==> src/rtl/mac_seq_pkg.sv <==
// Shared types and defaults for the MAC start/done sequencer.
package mac_seq_pkg;

  typedef enum logic [2:0] {
    IDLE,
    FETCH,
    ARM,
    WAIT,
    RELEASE,
    REPORT
  } mac_seq_state_t;

  localparam int MAC_SEQ_LEN_W       = 5;
  localparam int MAC_SEQ_TIMEOUT_CYC = 64;

endpackage

==> src/rtl/mac_seq_wdt.sv <==
// Watchdog for one MAC operation: cleared on load, counts while running,
// flags expiry on the LIMIT-th running cycle.
module mac_seq_wdt #(
  parameter int LIMIT = 64
) (
  input  logic clk,
  input  logic rst_n,
  input  logic load,
  input  logic en,
  output logic expired
);

  localparam int CW = $clog2(LIMIT + 1);

  logic [CW-1:0] cnt;

  always_ff @(posedge clk) begin
    if (!rst_n)    cnt <= '0;
    else if (load) cnt <= '0;
    else if (en)   cnt <= cnt + 1'b1;
  end

  assign expired = en && (cnt == CW'(LIMIT - 1));

endmodule

==> src/rtl/mac_sequencer.sv <==
// Drives one MAC cell through start/done handshakes for a job of len pairs.
// Optional watchdog: define MAC_SEQ_TIMEOUT_EN.
module mac_sequencer
  import mac_seq_pkg::*;
#(
  parameter int LEN_W       = MAC_SEQ_LEN_W,
  parameter int TIMEOUT_CYC = MAC_SEQ_TIMEOUT_CYC
) (
  input  logic             clk,
  input  logic             rst_n,
  input  logic             start,
  input  logic [LEN_W-1:0] len,
  input  logic             op_valid,
  input  logic [7:0]       op_b,
  input  logic [7:0]       op_c,
  output logic             op_ready,
  output logic [7:0]       mac_b,
  output logic [7:0]       mac_c,
  output logic             mac_st,
  input  logic             mac_done,
  input  logic [7:0]       mac_result,
  output logic             busy,
  output logic             res_valid,
  output logic [7:0]       res,
  output logic             err
);

  mac_seq_state_t   state, state_nx;
  logic [LEN_W-1:0] rem;
  logic             job_go, op_acc, done_hit, wdt_exp;

  assign job_go   = (state == IDLE) && start;
  assign op_acc   = (state == FETCH) && op_valid;
  assign done_hit = (state == WAIT) && mac_done && !wdt_exp;

`ifdef MAC_SEQ_TIMEOUT_EN
  mac_seq_wdt #(.LIMIT(TIMEOUT_CYC)) u_wdt (
    .clk     (clk),
    .rst_n   (rst_n),
    .load    (op_acc),
    .en      ((state == ARM) || (state == WAIT)),
    .expired (wdt_exp)
  );

  always_ff @(posedge clk) begin
    if (!rst_n)       err <= 1'b0;
    else if (job_go)  err <= 1'b0;
    else if (wdt_exp) err <= 1'b1;
  end
`else
  assign wdt_exp = 1'b0;
  assign err     = 1'b0;
`endif

  always_comb begin
    state_nx = state;
    case (state)
      IDLE:    if (start) state_nx = (len == '0) ? REPORT : FETCH;
      FETCH:   if (op_valid) state_nx = ARM;
      // A done still high from the previous op is stale until it drops.
      ARM:     if (wdt_exp) state_nx = IDLE;
               else if (!mac_done) state_nx = WAIT;
      WAIT:    if (wdt_exp) state_nx = IDLE;
               else if (mac_done) state_nx = RELEASE;
      RELEASE: state_nx = (rem != '0) ? FETCH : REPORT;
      REPORT:  state_nx = IDLE;
      default: state_nx = IDLE;
    endcase
  end

  // Outputs are registered by decoding the next state.
  always_ff @(posedge clk) begin
    if (!rst_n) begin
      state     <= IDLE;
      rem       <= '0;
      op_ready  <= 1'b0;
      mac_st    <= 1'b0;
      busy      <= 1'b0;
      res_valid <= 1'b0;
      mac_b     <= '0;
      mac_c     <= '0;
      res       <= '0;
    end else begin
      state     <= state_nx;
      op_ready  <= (state_nx == FETCH);
      mac_st    <= (state_nx == ARM) || (state_nx == WAIT);
      busy      <= (state_nx != IDLE);
      res_valid <= (state_nx == REPORT);
      if (job_go) begin
        rem <= len;
        if (len == '0) res <= mac_result;
      end
      if (op_acc) begin
        mac_b <= op_b;
        mac_c <= op_c;
      end
      if (done_hit) begin
        rem <= rem - 1'b1;
        if (rem == LEN_W'(1)) res <= mac_result;
      end
    end
  end

endmodule

==> config.mk <==
export PLATFORM = sky130hd
export DESIGN_NAME = mac_sequencer
export DESIGN_NICKNAME = d
export VERILOG_FILES = /design/src/rtl/mac_seq_pkg.sv /design/src/rtl/mac_seq_wdt.sv /design/src/rtl/mac_sequencer.sv
export SDC_FILE = /design/constraint.sdc
export NUM_CORES = 1
export LEC_CHECK = 0
export BUFFER_PORTS_ARGS = -buffer_cell sky130_fd_sc_hd__buf_2
export CORE_ASPECT_RATIO = 0.5
export CORE_UTILIZATION = 35
export CTS_BUF_LIST = sky130_fd_sc_hd__clkbuf_8
export DETAILED_ROUTE_END_ITERATION = 7
export RECOVER_POWER = 25
export REMOVE_ABC_BUFFERS = 1
export SYNTH_ARGS = -nofsm -noshare
export SYNTH_HDL_FRONTEND = slang
export SYNTH_SLANG_ARGS = --single-unit
==> constraint.sdc <==
create_clock -name clk -period 2.1 [get_ports clk]
set_input_delay 0.42 -clock clk [delete_from_list [all_inputs] [get_ports clk]]
set_output_delay 0.42 -clock clk [all_outputs]
set_load 0.1 [all_outputs]
==> results.txt, run 1 <==
Avg Vias per Cell: 4.69
TritonCTS clock tree: done
Diode count: 0
Cell-internal power: 1.07 mW
Dpl hpwl: 2470 um
Measured slew at the worst slew-check pin: 1.16 ns
IO Count: 63
Filler cells: 415
Max-cap check violation count: 0
Routability congestion estimate: 0.771
Clock insertion delay at the later pin of the skew report: 0.29 ns
Detail Route Antenna Nets: 0
Die Span Y: 49.4 um
Initial antenna violation count: 0
Synth unique cells: 37
Critical-path top delay cell: clkbuf_1
Layout Nets: 278
Final Skew: 0.00787 ns
Switching power: 0.527 mW
Switching part of the total: 0.331
GR Util met1: 0.177
GRT busiest layer: met2
CP top delay family: buffers and inverters
WL/cell: 11.4 um
Post-CTS Repair Setup Buffers: 0
Slowest Stage Delay on Critical Path: 0.86 ns
GRT met3 Usage: 0.0516
VDD IR max: 279 uV
Final hold viol count: 0
Mean post-synth cell area: 8.60 sq um
Critical Path Fanout Max: 1
Clk slew on worst S/H paths: 0.07 ns
Die width: 96.8 um
First-pass GRT wire length: 5620 um
Post-synth top area cell: dfxtp_1
Post-synthesis cell area: 1570 sq um
Type of the worst setup path: reg2out
Tcrit/Tclk final: 0.888
Top_reg_cell synth: dfxtp_1
Share of flip-flops with an asynchronous set or reset: 0
# clock sinks: 36
Router iterations before antenna repair: 4
Logic pwr share: 0.217
H-tree Lvls: 2
Post-Route Utilization: 0.484
Largest net degree at the start of global routing: 23
DRT iter0 DRCs: 45
Register share of total power: 0.466
RSZ-0062 raised after global routing: no
DR vias: 1389
CTS root buf: clkbuf_8
Area Overhead vs Synth: 26.2%
DRC viols: 0
Clock buffer depth: 2
Hold Buf Count CTS: 0
Starting Density: 0.384
Total die area: 4790 sq um
Reg area: 721 sq um
Row Count: 16
Max transition margin: 0.228
Buf/Inv on CP: 1
Buffers added on ports: 61
#FFs+latches synth: 36
Layout cell share with drive strength beyond 1: 0.293
Setup violators final: 0
Arr. time, crit path: 1.45 ns
Crit-path cells: clkbuf_1
CTS buffer count: 5
Cells after synthesis: 183
Power density of the placed cells: 802 nW/um^2
Synth warn: 0
Fmax achieved: 536 MHz
Leakage: 0.932 nW
Register area share after synthesis: 0.458
Multi-input logic area: 766 sq um
Critical Path Sink Type: output port
Post_cts resized: 0
Status: finished, final reports clean
Overflow after GRT: 0
Tightest Hold Check Type: in2reg
Yosys top cell area share: 0.458
Slew Limit Fails: 0
Startpoint types: flip-flop
Worst EP required: 1.68 ns
Total GRT Usage: 0.149
Vias in the first global route: 1282
Area contributors post-synth: dfxtp_1 46%, nand2_1 12%, a21boi_0 7.6%
GRT met2 Usage: 0.250
Setup TNS: 0 ns
Final wirelength: 3380 um
Min Tclk post-route: 1.87 ns
Clock share of power: 0.318
Area of the core: 4100 sq um
Post-synth EDFFs: 0
cells by family after synthesis:
| logic type | share of synthesized area |
|---|---|
| AND/OR/NAND/NOR | 0.244 |
| flip-flops | 0.458 |
| AO/OA/AOI/OAI | 0.169 |
| buffers and inverters | 0.0517 |
| multiplexers | 0.0509 |
| adder cells (fa/ha/maj) | 0.0238 |
| other | 0.00238 |
flip-flops by register name, summed over array words and instances (netlist names):
signal     count
mac_b          8
mac_c          8
res            8
rem            5
state          3
busy           1
mac_st         1
op_ready       1
res_valid      1
layer usage:
layer	routed length, um	vias to the layer above
li1	-	729
met1	1640	627
met2	1540	29
met3	154	4
met4	41	0
met5	0	-
final timing paths:
check	from	endpoint	slack, ns	depth (start not counted)
max	mac_st	mac_st	0.23	1
min	op_b[4]	mac_b[4]	0.36	3
min reg2reg	mac_b[4]	mac_b[4]	0.46	2
max reg2reg	state[1]	res[6]	0.46	4
cells in the mapped netlist, types with 3 or more instances:
cell type / number
nand2_1: 52
dfxtp_1: 36
a21boi_0: 16
nor2_1: 12
clkbuf_1: 8
mux2i_1: 8
inv_1: 6
o21ai_0: 4
ha_1: 3
nor3_1: 3
final cells by class:
cell class,instances,area share
multi-input cells,129,0.385
flip-flops and latches,36,0.363
repair buffers,63,0.159
clock buffers,6,0.0416
well taps,54,0.0340
inverters,6,0.0113
clock inverters,2,0.00567
stage by stage:
step / area (sq um) / std cells / hold slack (ns) / setup slack (ns) / power (mW)
2_1_floorplan: 1520 / 171 / 0.463 / 0.563 / 1.01
3_3_place_gp: 1900 / 288 / 0.439 / 0.410 / 1.10
3_5_place_dp: 1900 / 288 / 0.449 / 0.367 / 1.11
6_report: 1990 / 296 / 0.363 / 0.234 / 1.59
5_1_grt: 1990 / 296 / 0.363 / 0.191 / 1.67
4_1_cts: 2000 / 296 / 0.355 / 0.436 / 1.61
placed cells by master, fill, tap and decap left out, types with 2 or more instances in the layout:
cell type / n
a221oi_1: 2
a21boi_0: 16
and2_1: 2
nand2_1: 52
nor4b_1: 2
buf_2: 49
ha_1: 3
mux2i_1: 8
o21ai_0: 4
inv_1: 7
nor3_1: 3
a21boi_1: 2
and3_1: 2
a31oi_1: 2
nor2b_1: 2
dfxtp_1: 36
clkbuf_8: 6
nor2_1: 12
a21oi_1: 2
clkbuf_2: 9
buf_4: 2
clkbuf_1: 3
power by group through the flow:
stage / registers [mW] / clock network (mW) / logic (mW)
3_3_place_gp: 0.756 / 0 / 0.348
4_1_cts: 0.741 / 0.523 / 0.350
2_1_floorplan: 0.905 / 0 / 0.108
5_1_grt: 0.746 / 0.559 / 0.370
3_5_place_dp: 0.757 / 0 / 0.349
6_report: 0.742 / 0.506 / 0.345
No activity file was read; power rests on OpenSTA's default activity.
==> run 2: changes to the inputs <==
--- a/config.mk
+++ b/config.mk
@@ -5,11 +5,13 @@
 export SDC_FILE = /design/constraint.sdc
 export NUM_CORES = 1
 export LEC_CHECK = 0
+export ABC_AREA = 1
 export BUFFER_PORTS_ARGS = -buffer_cell sky130_fd_sc_hd__buf_2
 export CORE_ASPECT_RATIO = 0.5
-export CORE_UTILIZATION = 35
+export CORE_UTILIZATION = 51
 export CTS_BUF_LIST = sky130_fd_sc_hd__clkbuf_8
 export DETAILED_ROUTE_END_ITERATION = 7
+export PLACE_DENSITY = 0.82
 export RECOVER_POWER = 25
 export REMOVE_ABC_BUFFERS = 1
 export SYNTH_ARGS = -nofsm -noshare
==> run 2 against run 1 <==
Effect of this change:
- flip-flop and latch count did not move
- clock power rose by 2%
- via count rose by 15%
- non-clock buffer count fell by 2
- register-to-register slack improved by 0.03 ns
- critical path depth rose by 6
- critical path type is now reg2reg
- critical endpoint is now busy
- highest routed layer unchanged
==> results.txt, run 2 <==
Status: finished, final reports clean
Final Total Pwr: 1.76 mW
Die width: 83.7 um
Leakage: 1.09 nW
CTS buffer count: 5
Hold_ws: 0.350 ns
DR vias: 1600
Dpl hpwl: 2560 um
Largest regs: mac_b: 8 flops, mac_c: 8 flops, res: 8 flops
CTS root buf: clkbuf_8
Initial antenna violation count: 0
Layout cell share with drive strength beyond 1: 0.312
GR Util met1: 0.242
Cells after synthesis: 232
Post-synth top area cell: dfxtp_1
Measured slew at the worst slew-check pin: 0.522 ns
Yosys top cell area share: 0.424
Tcrit/Tclk final: 0.767
RSZ-0062 raised after global routing: no
Total GRT Usage: 0.209
Largest net degree at the start of global routing: 33
GRT met3 Usage: 0.0720
Post_cts resized: 0
Diode count: 0
Vias in the first global route: 1382
Register area share after synthesis: 0.424
Power density of the placed cells: 846 nW/um^2
Final Skew: 0.00574 ns
Most common cell after layout, fill and taps aside: buf_2
Synth warn: 0
Top_reg_cell synth: dfxtp_1
Layout Nets: 331
Starting Density: 0.552
First-pass GRT wire length: 5800 um
Crit-path most repeated cell: nand2_1
Clock insertion delay at the later pin of the skew report: 0.29 ns
DRT iter0 DRCs: 62
Share of flip-flops with an asynchronous set or reset: 0
Area of the core: 3080 sq um
Final hold viol count: 0
Area Overhead vs Synth: 22.6%
WL/cell: 10.5 um
Cell area after layout: 2080 sq um
Synth unique cells: 25
Overflow after GRT: 0
#FFs+latches synth: 36
Row Count: 14
Post-CTS Repair Setup Buffers: 0
Dpl cell area: 2020 sq um
Placed Cells: 327
Critical Path Fanout Max: 10
IO Count: 63
Max transition margin: 0.652
Critical-path top delay cell: dfxtp_1
GRT met2 Usage: 0.359
Setup TNS: 0 ns
Non-Filler Instances: 335
Post-synth EDFFs: 0
Die Span Y: 42.8 um
Mean post-synth cell area: 7.33 sq um
Clock share of power: 0.294
Area contributors post-synth: dfxtp_1 42%, nor2_1 12%, nand2_1 6.8%
Final wirelength: 3510 um
Buffers added on ports: 61
Type of the worst setup path: reg2reg
# clock sinks: 36
Clk slew on worst S/H paths: 0.08 ns
Arr. time, crit path: 1.84 ns
Post-synthesis cell area: 1700 sq um
Min Tclk post-route: 1.61 ns
Logic pwr share: 0.278
Worst EP required: 2.33 ns
Most frequent cells in the layout: 61 x buf_2, 57 x nor2_1, 36 x dfxtp_1, 33 x nand2_1, 23 x inv_1
Fmax achieved: 621 MHz
Crit-path cells: nor2_1 -> nand3_1 -> clkinvlp_2 -> nand2_1 -> nand2_1 -> nand2_1 -> nand2_1
Register share of total power: 0.428
Router iterations before antenna repair: 6
Slew Limit Fails: 0
Most frequent cell after synthesis: nor2_1
Max-cap check violation count: 0
VDD IR max: 499 uV
Clock buffer depth: 2
Total die area: 3580 sq um
TritonCTS clock tree: done
Filler cells: 282
DRC viols: 0
Setup violators final: 0
Detail Route Antenna Nets: 0
Avg Vias per Cell: 4.78
Switching power: 0.664 mW
Critical Path Sink Type: flip-flop
Hold Buf Count CTS: 0
Slowest Stage Delay on Critical Path: 0.35 ns
Tightest Hold Check Type: in2reg
GRT busiest layer: met2
Switching part of the total: 0.377
Synth top cells by count: 55 x nor2_1, 36 x dfxtp_1, 31 x nand2_1, 20 x inv_1, 18 x nand3_1
Routability congestion estimate: 0.881
Cell-internal power: 1.10 mW
Startpoint types: flip-flop
H-tree Lvls: 2
## run 2: stage by stage
stage               worst slack, ns  utilization
floorplan                     0.755            -
global placement              0.785        0.656
detailed placement            0.766        0.656
CTS                           0.610        0.687
global route                  0.302        0.676
finish                        0.489        0.676
## run 2: cell families after synthesis
kind of cell | count (synthesis) | synth area share
simple gates | 133 | 0.394
flops | 36 | 0.424
buf+inv | 34 | 0.0817
compound gates | 24 | 0.0706
fa+ha+maj | 3 | 0.0221
xor+xnor | 1 | 0.00515
other cells | 1 | 0.00221
## run 2: per-layer routing
metal,vias up,share of wire
met5,-,0
met4,0,0.017
met3,9,0.055
met2,40,0.47
met1,707,0.46
li1,844,-
## run 2: power groups by stage
stage               clock, mW  combinational, mW  sequential [mW]
floorplan                   0              0.173            0.995
global route            0.557              0.527            0.759
finish                  0.518              0.490            0.755
CTS                     0.527              0.501            0.756
detailed placement          0              0.500            0.771
global placement            0              0.493            0.769
## run 2: path summary, 6_finish.rpt
path                                    start        to  slack (ns)  cells past startpoint
worst max-delay path                 state[1]      busy        0.49                      7
worst min-delay path            mac_result[6]    res[6]        0.35                      3
worst max register to register       state[1]      busy        0.49                      7
worst min register to register       mac_b[3]  mac_b[3]        0.48                      2
## run 2: area by class of cell
type | instances | area, sq um | area share
multi-input combinational | 162 | 808 | 0.388
sequential | 36 | 721 | 0.346
timing repair buffer | 61 | 305 | 0.146
inverter | 28 | 106 | 0.0510
clock buffer | 6 | 82.6 | 0.0396
tap | 40 | 50.0 | 0.0240
clock inverter | 2 | 11.3 | 0.00540
## run 2: critical path, delay by kind of cell, from the launching register on
kind	cells	cell delay (ns)
AND/OR/NAND/NOR	6	1.06
flip-flops	1	0.35
buffers and inverters	1	0.15
==> run 3: changes to the inputs <==
--- a/config.mk
+++ b/config.mk
@@ -5,13 +5,13 @@
 export SDC_FILE = /design/constraint.sdc
 export NUM_CORES = 1
 export LEC_CHECK = 0
-export ABC_AREA = 1
+export ABC_AREA = 0
 export BUFFER_PORTS_ARGS = -buffer_cell sky130_fd_sc_hd__buf_2
 export CORE_ASPECT_RATIO = 0.5
-export CORE_UTILIZATION = 51
+export CORE_UTILIZATION = 49
 export CTS_BUF_LIST = sky130_fd_sc_hd__clkbuf_8
 export DETAILED_ROUTE_END_ITERATION = 7
-export PLACE_DENSITY = 0.82
+export PLACE_DENSITY = 0.81
 export RECOVER_POWER = 25
 export REMOVE_ABC_BUFFERS = 1
 export SYNTH_ARGS = -nofsm -noshare
==> constraint.sdc (replaced) <==
create_clock -name clk -period 1.55 [get_ports clk]
set_input_delay 0.31 -clock clk [delete_from_list [all_inputs] [get_ports clk]]
set_output_delay 0.31 -clock clk [all_outputs]
set_load 0.1 [all_outputs]
==> run 3 against run 2 <==
Effect of this change:
- global-route usage increased by 0.050 points
- fmax rose by 5.5%
- clock-buffer cell count decreased by 1
- critical endpoint is now res[3]
- largest power group unchanged
==> results.txt, run 3 (synthesized netlist as in run 1, its figures left out) <==
Die Span Y: 42.1 um
Vias in the first global route: 1256
Routed wl met3: 145 um
Post_cts resized: 0
Layout cell share with drive strength beyond 1: 0.331
Overflow after GRT: 0
Area of the core: 3030 sq um
Fmax achieved: 655 MHz
Final hold viol count: 0
Measured slew at the worst slew-check pin: 0.539 ns
Power density of the placed cells: 1050 nW/um^2
Total GRT Usage: 0.210
Clock buffer depth: 2
Min Tclk post-route: 1.53 ns
WL met1: 1540 um
Arr. time, crit path: 1.68 ns
Hold_ws: 0.262 ns
Starting Density: 0.519
Router iterations before antenna repair: 4
Top layer in use: met4
Leakage: 0.977 nW
Final wirelength: 3410 um
CTS root buf: clkbuf_8
Clock insertion delay at the later pin of the skew report: 0.28 ns
CTS buffer count: 5
Hold Buf Count CTS: 0
Critical Path Fanout Max: 8
Tightest Hold Check Type: in2reg
Final Total Pwr: 2.11 mW
First-pass GRT wire length: 5440 um
Post-CTS Repair Setup Buffers: 0
DRC viols: 0
DR vias: 1452
Area Overhead vs Synth: 27.8%
Slowest Stage Delay on Critical Path: 0.55 ns
Largest regs: mac_b: 8 flops, mac_c: 8 flops, res: 8 flops
Initial antenna violation count: 0
Layout Nets: 285
DRT iter0 DRCs: 35
Tcrit/Tclk final: 0.986
VDD IR max: 519 uV
Slew Limit Fails: 0
Type of the worst setup path: reg2reg
RSZ-0062 raised after global routing: yes
Largest net degree at the start of global routing: 25
# clock sinks: 36
Crit-path cells: or4b_4 -> nor3_4 -> a31oi_4 -> mux2i_1
Status: finished, final reports clean
Buf/Inv on CP: 0
Most frequent cells in the layout: 57 x buf_2, 52 x nand2_1, 35 x dfxtp_1, 17 x a21boi_0, 12 x nor2_1
IO Count: 63
Max-cap check violation count: 0
Setup TNS: 0 ns
Setup violators final: 0
Row Count: 14
Die width: 82.2 um
Max transition margin: 0.642
Dpl hpwl: 2500 um
Avg Vias per Cell: 5.04
Met2 wire length: 1700 um
Buffers added on ports: 61
Clk slew on worst S/H paths: 0.07 ns
Most common cell after layout, fill and taps aside: buf_2
TritonCTS clock tree: done
Critical-path top delay cell: or4b_4
CP top delay family: simple AND/OR/NAND/NOR gates
WL/cell: 11.8 um
Worst EP required: 1.70 ns
Startpoint types: flip-flop
Detail Route Antenna Nets: 0
Routability congestion estimate: 0.912
H-tree Lvls: 2
Critical Path Sink Type: flip-flop
Diode count: 0
Total die area: 3460 sq um
Final Skew: 0.00212 ns
-- run 3: cell count changes in the layout (fill, tap and decap cells not counted), sizes merged, moves of 3 or more --
cell,previous run,this run
nor2,71,12
buf,61,64
mux2i,0,8
nand2,36,52
a31oi,0,3
clkbuf,6,11
o21ai,21,4
nand3,20,1
inv,27,7
a21boi,0,18
-- run 3: worst min-delay path, delay by kind of cell --
family,cells,cell delay (ns)
AOI/OAI and AO/OA,1,0.05
buffers and inverters,1,0.09
and+or+nand+nor,1,0.05
-- run 3: per-layer routing --
metal | track usage | vias to the layer above
met5 | 0 | -
li1 | - | 747
met3 | 0.0630 | 4
met2 | 0.359 | 35
met4 | 0.0667 | 0
met1 | 0.252 | 666
-- run 3: path summary, 6_finish.rpt --
path | from | end | slack, ns | cells past startpoint
max reg2reg | state[1] | res[3] | 0.02 | 4
max | state[1] | res[3] | 0.02 | 4
min | op_b[4] | mac_b[4] | 0.26 | 3
min reg2reg | mac_b[4] | mac_b[4] | 0.46 | 2
-- run 3: area by class of cell --
type / instances / area (sq um)
Sequential cell: 36 / 722
Clock buffer: 5 / 68.8
Tap cell: 40 / 50.0
Timing Repair Buffer: 70 / 367
Inverter: 6 / 22.5
Multi-Input combinational cell: 129 / 773
Clock inverter: 2 / 8.76
Fill cell: 257 / 1020
-- run 3: power by group --
| group | switching, mW | internal, mW | leakage, nW | total [mW] |
|---|---|---|---|---|
| registers | 0.0246 | 0.970 | 0.293 | 0.995 |
| logic | 0.363 | 0.138 | 0.638 | 0.501 |
| clock network | 0.311 | 0.299 | 0.0452 | 0.610 |
| total | 0.699 | 1.41 | 0.977 | 2.11 |
-- run 3: stage by stage --
stage                     instance area [sq um]  utilization  worst slack (ns)  cells
after detailed placement                   1940        0.640           -0.0693    281
after CTS                                  2020        0.665            0.0111    288
after global routing                       2010        0.664           -0.0332    288
final                                      2010        0.664            0.0224    288
after floorplan                            1520            -            0.0150    171
after global placement                     1940        0.640           -0.0392    281
